==> src/rtl/uart_pkg.sv <==
// Shared constants and serializer state encoding for the panel's UART return link.
package uart_pkg;

  localparam int DEF_CLKS_PER_BIT = 20;
  localparam logic [7:0] DEF_SYNC_BYTE = 8'hF5;

  localparam int FRAME_BYTES = 16;
  localparam int HDR_BYTES = 2;

  typedef enum logic [1:0] {
    IDLE,
    START,
    DATA,
    STOP
  } ser_state_e;

endpackage

==> src/rtl/uart_tx_byte.sv <==
// 8N1 bit serializer: START, eight LSB-first DATA bits, STOP, each CLKS_PER_BIT cycles long.
module uart_tx_byte
  import uart_pkg::*;
#(
  parameter int CLKS_PER_BIT = DEF_CLKS_PER_BIT
) (
  input  logic       clk,
  input  logic       reset,
  input  logic [7:0] data,
  input  logic       load,
  output logic       tx_serial,
  output logic       byte_done,
  output logic       stop_next
);

  localparam int CW = (CLKS_PER_BIT > 1) ? $clog2(CLKS_PER_BIT) : 1;
  localparam logic [CW-1:0] CNT_LAST = CW'(CLKS_PER_BIT - 1);

  ser_state_e    state_q, state_d;
  logic [CW-1:0] cnt_q, cnt_d;
  logic [2:0]    bit_q, bit_d;
  logic [7:0]    shift_q, shift_d;
  logic          tx_q, tx_d;
  logic          cntLast;

  // Status pulses are kept out of the next-state block so the sequencer's
  // load, which depends on them, never forms a loop through this module.
  assign cntLast   = (cnt_q == CNT_LAST);
  assign byte_done = (state_q == STOP) && cntLast;
  assign stop_next = (state_q == DATA) && cntLast && (bit_q == 3'd7);
  assign tx_serial = tx_q;

  always_ff @(posedge clk or posedge reset) begin
    if (reset) begin
      state_q <= IDLE;
      cnt_q   <= '0;
      bit_q   <= '0;
      shift_q <= '0;
      tx_q    <= 1'b1;
    end else begin
      state_q <= state_d;
      cnt_q   <= cnt_d;
      bit_q   <= bit_d;
      shift_q <= shift_d;
      tx_q    <= tx_d;
    end
  end

  always_comb begin
    state_d = state_q;
    cnt_d   = cnt_q;
    bit_d   = bit_q;
    shift_d = shift_q;
    unique case (state_q)
      IDLE: begin
        if (load) begin
          state_d = START;
          cnt_d   = '0;
          shift_d = data;
        end
      end
      START: begin
        if (cntLast) begin
          state_d = DATA;
          cnt_d   = '0;
          bit_d   = '0;
        end else begin
          cnt_d = cnt_q + 1'b1;
        end
      end
      DATA: begin
        if (cntLast) begin
          cnt_d = '0;
          if (bit_q == 3'd7) begin
            state_d = STOP;
          end else begin
            bit_d   = bit_q + 3'd1;
            shift_d = {1'b0, shift_q[7:1]};
          end
        end else begin
          cnt_d = cnt_q + 1'b1;
        end
      end
      STOP: begin
        if (cntLast) begin
          cnt_d = '0;
          if (load) begin
            state_d = START;
            shift_d = data;
          end else begin
            state_d = IDLE;
          end
        end else begin
          cnt_d = cnt_q + 1'b1;
        end
      end
      default: state_d = IDLE;
    endcase

    // The line is registered from the next state so it changes exactly on the bit edge.
    unique case (state_d)
      START:   tx_d = 1'b0;
      DATA:    tx_d = shift_d[0];
      default: tx_d = 1'b1;
    endcase
  end

endmodule

==> src/rtl/uart_frame_tx.sv <==
// Packet sequencer streaming sync, colour and 16 live frame columns over UART.
// Define UART_FRAME_TX_CHECKSUM_EN to append an XOR checksum byte.
module uart_frame_tx
  import uart_pkg::*;
#(
  parameter int         CLKS_PER_BIT = DEF_CLKS_PER_BIT,
  parameter logic [7:0] SYNC_BYTE    = DEF_SYNC_BYTE
) (
  input  logic       clk,
  input  logic       reset,
  input  logic       start,
  input  logic [2:0] rgb,
  output logic [3:0] fb_addr,
  input  logic [7:0] fb_data,
  output logic       tx_serial,
  output logic       busy,
  output logic       done
);

`ifdef UART_FRAME_TX_CHECKSUM_EN
  localparam int LAST_IDX = HDR_BYTES + FRAME_BYTES;
`else
  localparam int LAST_IDX = HDR_BYTES + FRAME_BYTES - 1;
`endif

  logic       busy_q, busy_d;
  logic       done_q, done_d;
  logic [4:0] byteIdx_q, byteIdx_d;
  logic [2:0] rgb_q, rgb_d;
  logic [3:0] fbAddr_q, fbAddr_d;
`ifdef UART_FRAME_TX_CHECKSUM_EN
  logic [7:0] chk_q, chk_d;
`endif

  logic       accept;
  logic       load;
  logic [7:0] loadData;
  logic [7:0] nextData;
  logic [4:0] nextIdx;
  logic       byteDone;
  logic       stopNext;
  logic       lastByte;
  logic       frameNext;

  assign fb_addr = fbAddr_q;
  assign busy    = busy_q;
  assign done    = done_q;

  // A start landing on the done cycle is dropped so back-to-back requests need a fresh pulse.
  assign accept    = start && !busy_q && !done_q;
  assign nextIdx   = byteIdx_q + 5'd1;
  assign lastByte  = (byteIdx_q == 5'(LAST_IDX));
  assign frameNext = (byteIdx_q >= 5'(HDR_BYTES - 1)) &&
                     (byteIdx_q <= 5'(HDR_BYTES + FRAME_BYTES - 2));

  uart_tx_byte #(
    .CLKS_PER_BIT(CLKS_PER_BIT)
  ) u_ser (
    .clk      (clk),
    .reset    (reset),
    .data     (loadData),
    .load     (load),
    .tx_serial(tx_serial),
    .byte_done(byteDone),
    .stop_next(stopNext)
  );

  always_ff @(posedge clk or posedge reset) begin
    if (reset) begin
      busy_q    <= 1'b0;
      done_q    <= 1'b0;
      byteIdx_q <= '0;
      rgb_q     <= '0;
      fbAddr_q  <= '0;
`ifdef UART_FRAME_TX_CHECKSUM_EN
      chk_q     <= '0;
`endif
    end else begin
      busy_q    <= busy_d;
      done_q    <= done_d;
      byteIdx_q <= byteIdx_d;
      rgb_q     <= rgb_d;
      fbAddr_q  <= fbAddr_d;
`ifdef UART_FRAME_TX_CHECKSUM_EN
      chk_q     <= chk_d;
`endif
    end
  end

  always_comb begin
    nextData = fb_data;
    if (nextIdx == 5'd1) begin
      nextData = {5'b0, rgb_q};
    end
`ifdef UART_FRAME_TX_CHECKSUM_EN
    else if (nextIdx == 5'(LAST_IDX)) begin
      nextData = chk_q;
    end
`endif
  end

  // Frame columns are read live: fb_addr moves when the previous byte enters
  // STOP and fb_data is taken on that STOP's last cycle.
  always_comb begin
    busy_d    = busy_q;
    done_d    = 1'b0;
    byteIdx_d = byteIdx_q;
    rgb_d     = rgb_q;
    fbAddr_d  = fbAddr_q;
    load      = 1'b0;
    loadData  = nextData;
`ifdef UART_FRAME_TX_CHECKSUM_EN
    chk_d     = chk_q;
`endif
    if (accept) begin
      busy_d    = 1'b1;
      byteIdx_d = '0;
      rgb_d     = rgb;
      load      = 1'b1;
      loadData  = SYNC_BYTE;
`ifdef UART_FRAME_TX_CHECKSUM_EN
      chk_d     = SYNC_BYTE;
`endif
    end else if (busy_q && byteDone) begin
      if (lastByte) begin
        busy_d = 1'b0;
        done_d = 1'b1;
      end else begin
        byteIdx_d = nextIdx;
        load      = 1'b1;
`ifdef UART_FRAME_TX_CHECKSUM_EN
        chk_d     = chk_q ^ nextData;
`endif
      end
    end
    if (busy_q && stopNext && frameNext) begin
      fbAddr_d = 4'(byteIdx_q - 5'd1);
    end
  end

endmodule
==> config.mk <==
export PLATFORM = sky130hd
export DESIGN_NAME = uart_frame_tx
export DESIGN_NICKNAME = d
export VERILOG_FILES = /design/src/rtl/uart_pkg.sv /design/src/rtl/uart_tx_byte.sv /design/src/rtl/uart_frame_tx.sv
export SDC_FILE = /design/constraint.sdc
export NUM_CORES = 1
export LEC_CHECK = 0
export CAP_MARGIN = 5
export CELL_PAD_IN_SITES_DETAIL_PLACEMENT = 2
export CELL_PAD_IN_SITES_GLOBAL_PLACEMENT = 2
export CORE_ASPECT_RATIO = 1.25
export CORE_MARGIN = 2
export CORE_UTILIZATION = 34
export CTS_CLUSTER_DIAMETER = 80
export DETAILED_ROUTE_END_ITERATION = 6
export MAX_ROUTING_LAYER = met4
export PLACE_DENSITY = 0.76
export SKIP_LAST_GASP = 1
export SLEW_MARGIN = 10
export SYNTH_ARGS = -nofsm -noshare
export SYNTH_HDL_FRONTEND = slang
export SYNTH_SLANG_ARGS = --single-unit
==> constraint.sdc <==
create_clock -name clk -period 2.7 [get_ports clk]
set_input_delay 0.54 -clock clk [delete_from_list [all_inputs] [get_ports clk]]
set_output_delay 0.54 -clock clk [all_outputs]
set_load 0.05 [all_outputs]
==> reports/qor.txt <==
Outcome = complete, no violations
Worst-path cell chain = inv_1, ha_1, and4bb_2, or4_4, a21oi_2, nor2_1, a311oi_2
Share of the synthesized area in the top cell type = 41.4%
Total Die Area = 6310 µm²
Post-synthesis mux area share = 1.68%
Wire length of the first global-routing pass = 9810 µm
Ranking of synthesized cells by area = dfrtp_1 41%, nand2_1 6.2%, o21ai_0 5.4%, nor2_1 5.2%, a21oi_1 4.7%
Die boundary width = 71.5 µm
Clk_skew = 0.00808 ns
Chip height = 88.3 µm
Min Hold Slack = 0.489 ns
Largest net degree at the start of global routing = 20
Total iterations of the first detailed-routing run = 4
First DRT Iteration DRCs = 72
Post-Syn Instances = 225
Worst-path fanout max = 10
Post-route insts no fill = 314
Final worst slack = 0.462 ns
Sw Pwr = 0.234 mW
Pwr Density = 428 nW/µm²
Count of flip-flops with a built-in enable after synthesis = 0
Wire per inst = 17.7 µm
Critical Path Slowest Stage Cell = or4_4
Top_reg_cell synth = dfrtp_1
CP required = 2.89 ns
Nets = 270
DRC violations left = 0
Vias in the first global route = 1,930
Fin crit share = 82.9%
Sequential Power Share = 52.2%
Number of setup violations in the final report = 0
Netlist cell types = 49
Seq cells post-synth = 33
Post-CTS setup buffer count = 0
Critical path class = reg -> reg
Max clock buf depth = 2
CP Capture Type = flop
Synthesized-area fraction occupied by adder cells = 4.53%
Final hold vios = 0
CTS clock-pin slew for the worst setup and hold paths = 0.07 ns
All-Layer GR Usage = 20.4%
Worst Tran Pin Value = 0.652 ns
Xor/xnor cell area share of the yosys netlist = 3.17%
Largest family of logic cells by synthesized area = simple AND/OR/NAND/NOR gates
Syn nets = 246
Startpoint types = flop
Post-synthesis simple-gate area fraction = 22.8%
Antenna Nets Post-Route = 0
Synth Area in Compound Gates = 19.8%
Cts bufs inserted = 5
Worst Hold Class = reg -> reg
Power Total = 0.993 mW
Crit path largest cell delay = 0.58 ns
Critical Path AT = 2.42 ns
RSZ-0062 raised after global routing = false
Clock share of power = 38.8%
Minimum clock period = 2.24 ns
Vias = 1,761
Clk_lat worst skew = 0.28 ns
Comb pwr share = 9.0%
Cell at the root of the clock tree = clkbuf_8
Drt total wl = 5560 µm
Max Fclk = 0.447 GHz
Initial antenna violation count = 0
Final Wtd Congestion = 0.814
VDD IR max = 0.210 mV
Synth area leader = dfrtp_1
Place WS = 0.370 ns
Slew Viols, Final = 0
Headroom to the max-slew limit = 56.5%
Global route overflow = 0
Core region area = 5480 µm²
Htree depth = 2
Switching Fraction = 23.6%
Dpl cells = 306
Internal power = 0.759 mW
Initial Util = 35.3%
Leak = 0.986 nW
Mapped cell area = 1930 µm²
Most frequent cells in the layout = 32 x nand2_1, 32 x dfrtp_1, 27 x nor2_1
CTS tree = done
CTS hold repair buffers = 0
Sequential-to-total area share from yosys stat = 42.8%
Antenna cells = 0
MaxCap Viol Count = 0
TNS Setup = 0 ns
Yosys warns = 0
Rows = 30
Number of vias per cell = 5.61
Share of cells above drive strength 1 = 10.4%
# clock sinks = 33
Synth Area per Inst = 8.60 µm²
DP HPWL = 4200 µm
Buffers added on ports = 20
Synth async-reset ratio = 100%
Boundary Pins = 21
Area grow syn2layout = 20.0%
# resized after CTS = 0
[worst max-delay path, delay by kind of cell (launching register included)]
family	cells	cell delay [ns]
flip-flops	1	0.47
adder cells (fa/ha/maj)	1	0.24
buffers and inverters	1	0.12
AO/OA/AOI/OAI	2	0.39
AND/OR/NAND/NOR	3	0.91
[cell type report]
cell class / instances / area [µm²]
Fill cell: 620 / 3160
Multi-Input combinational cell: 170 / 1010
Sequential cell: 33 / 827
Timing Repair Buffer: 28 / 273
Clock buffer: 8 / 90.1
Tap cell: 64 / 80.1
Inverter: 11 / 41.3
[power by group through the flow]
stage                     combinational (mW)  sequential, mW  clock, mW
after global routing                   0.101           0.520      0.423
after global placement                0.0888           0.527          0
after CTS                             0.0922           0.518      0.401
final                                 0.0894           0.518      0.386
after floorplan                       0.0513           0.520          0
after detailed placement              0.0917           0.527          0
[cells in the mapped netlist, types with 3 or more instances]
library cell	n
dfrtp_1	32
nand2_1	32
nor2_1	27
o21ai_0	21
a21oi_1	18
inv_1	10
nor3_1	8
ha_1	7
clkbuf_1	6
nand3_1	5
nand4_1	4
xnor2_1	4
a22oi_1	3
nand2b_1	3
o31ai_1	3
xor2_1	3
[sequential cells by signal (all words and copies together) (netlist names)]
name	flops
fb_addr	4
u_ser.state_q	2
done	1
byteIdx_q	5
busy	1
u_ser.shift_q	8
u_ser.tx_serial	1
rgb_q	3
u_ser.bit_q	3
u_ser.cnt_q	5
[layer usage]
| layer | GRT usage, % | vias to the layer above | wire, µm |
|---|---|---|---|
| met4 | 5.32 | 0 | 50 |
| met1 | 25.1 | 898 | 2500 |
| met5 | - | - | 0 |
| met2 | 35.2 | 17 | 2910 |
| li1 | - | 841 | - |
| met3 | 2.73 | 5 | 93 |
[logic make-up (layout without fill, tap and decap cells)]
kind of cell	count (synthesis)	count (layout)
adder cells (fa/ha/maj)	7	7
AO/OA/AOI/OAI	62	62
multiplexers	3	3
XOR/XNOR	7	7
AND/OR/NAND/NOR	91	91
buffers and inverters	22	47
flip-flops	33	33
[metrics by stage]
step	cell area (µm²)	utilization (%)
3_3_place_gp	2230	40.7
3_5_place_dp	2230	40.7
5_1_grt	2320	42.4
2_1_floorplan	1930	-
6_report	2320	42.4
4_1_cts	2320	42.4
[path summary, 6_finish.rpt]
path                                          startpoint                      endpoint  slack (ns)  depth (start not counted)
worst min register to register    fb_addr[1]$_DFFE_PP0P_        fb_addr[1]$_DFFE_PP0P_        0.49                          2
max in group asynchronous                          reset  u_ser.shift_q[4]$_DFFE_PP0P_        1.52                          3
worst max register to register  byteIdx_q[1]$_DFFE_PP0P_  u_ser.shift_q[7]$_DFFE_PP0P_        0.46                          7
worst max-delay path            byteIdx_q[1]$_DFFE_PP0P_  u_ser.shift_q[7]$_DFFE_PP0P_        0.46                          7
min in group asynchronous                          reset        fb_addr[1]$_DFFE_PP0P_        0.65                          2
worst min-delay path              fb_addr[1]$_DFFE_PP0P_        fb_addr[1]$_DFFE_PP0P_        0.49                          2
(Power assumes the default switching activity.)
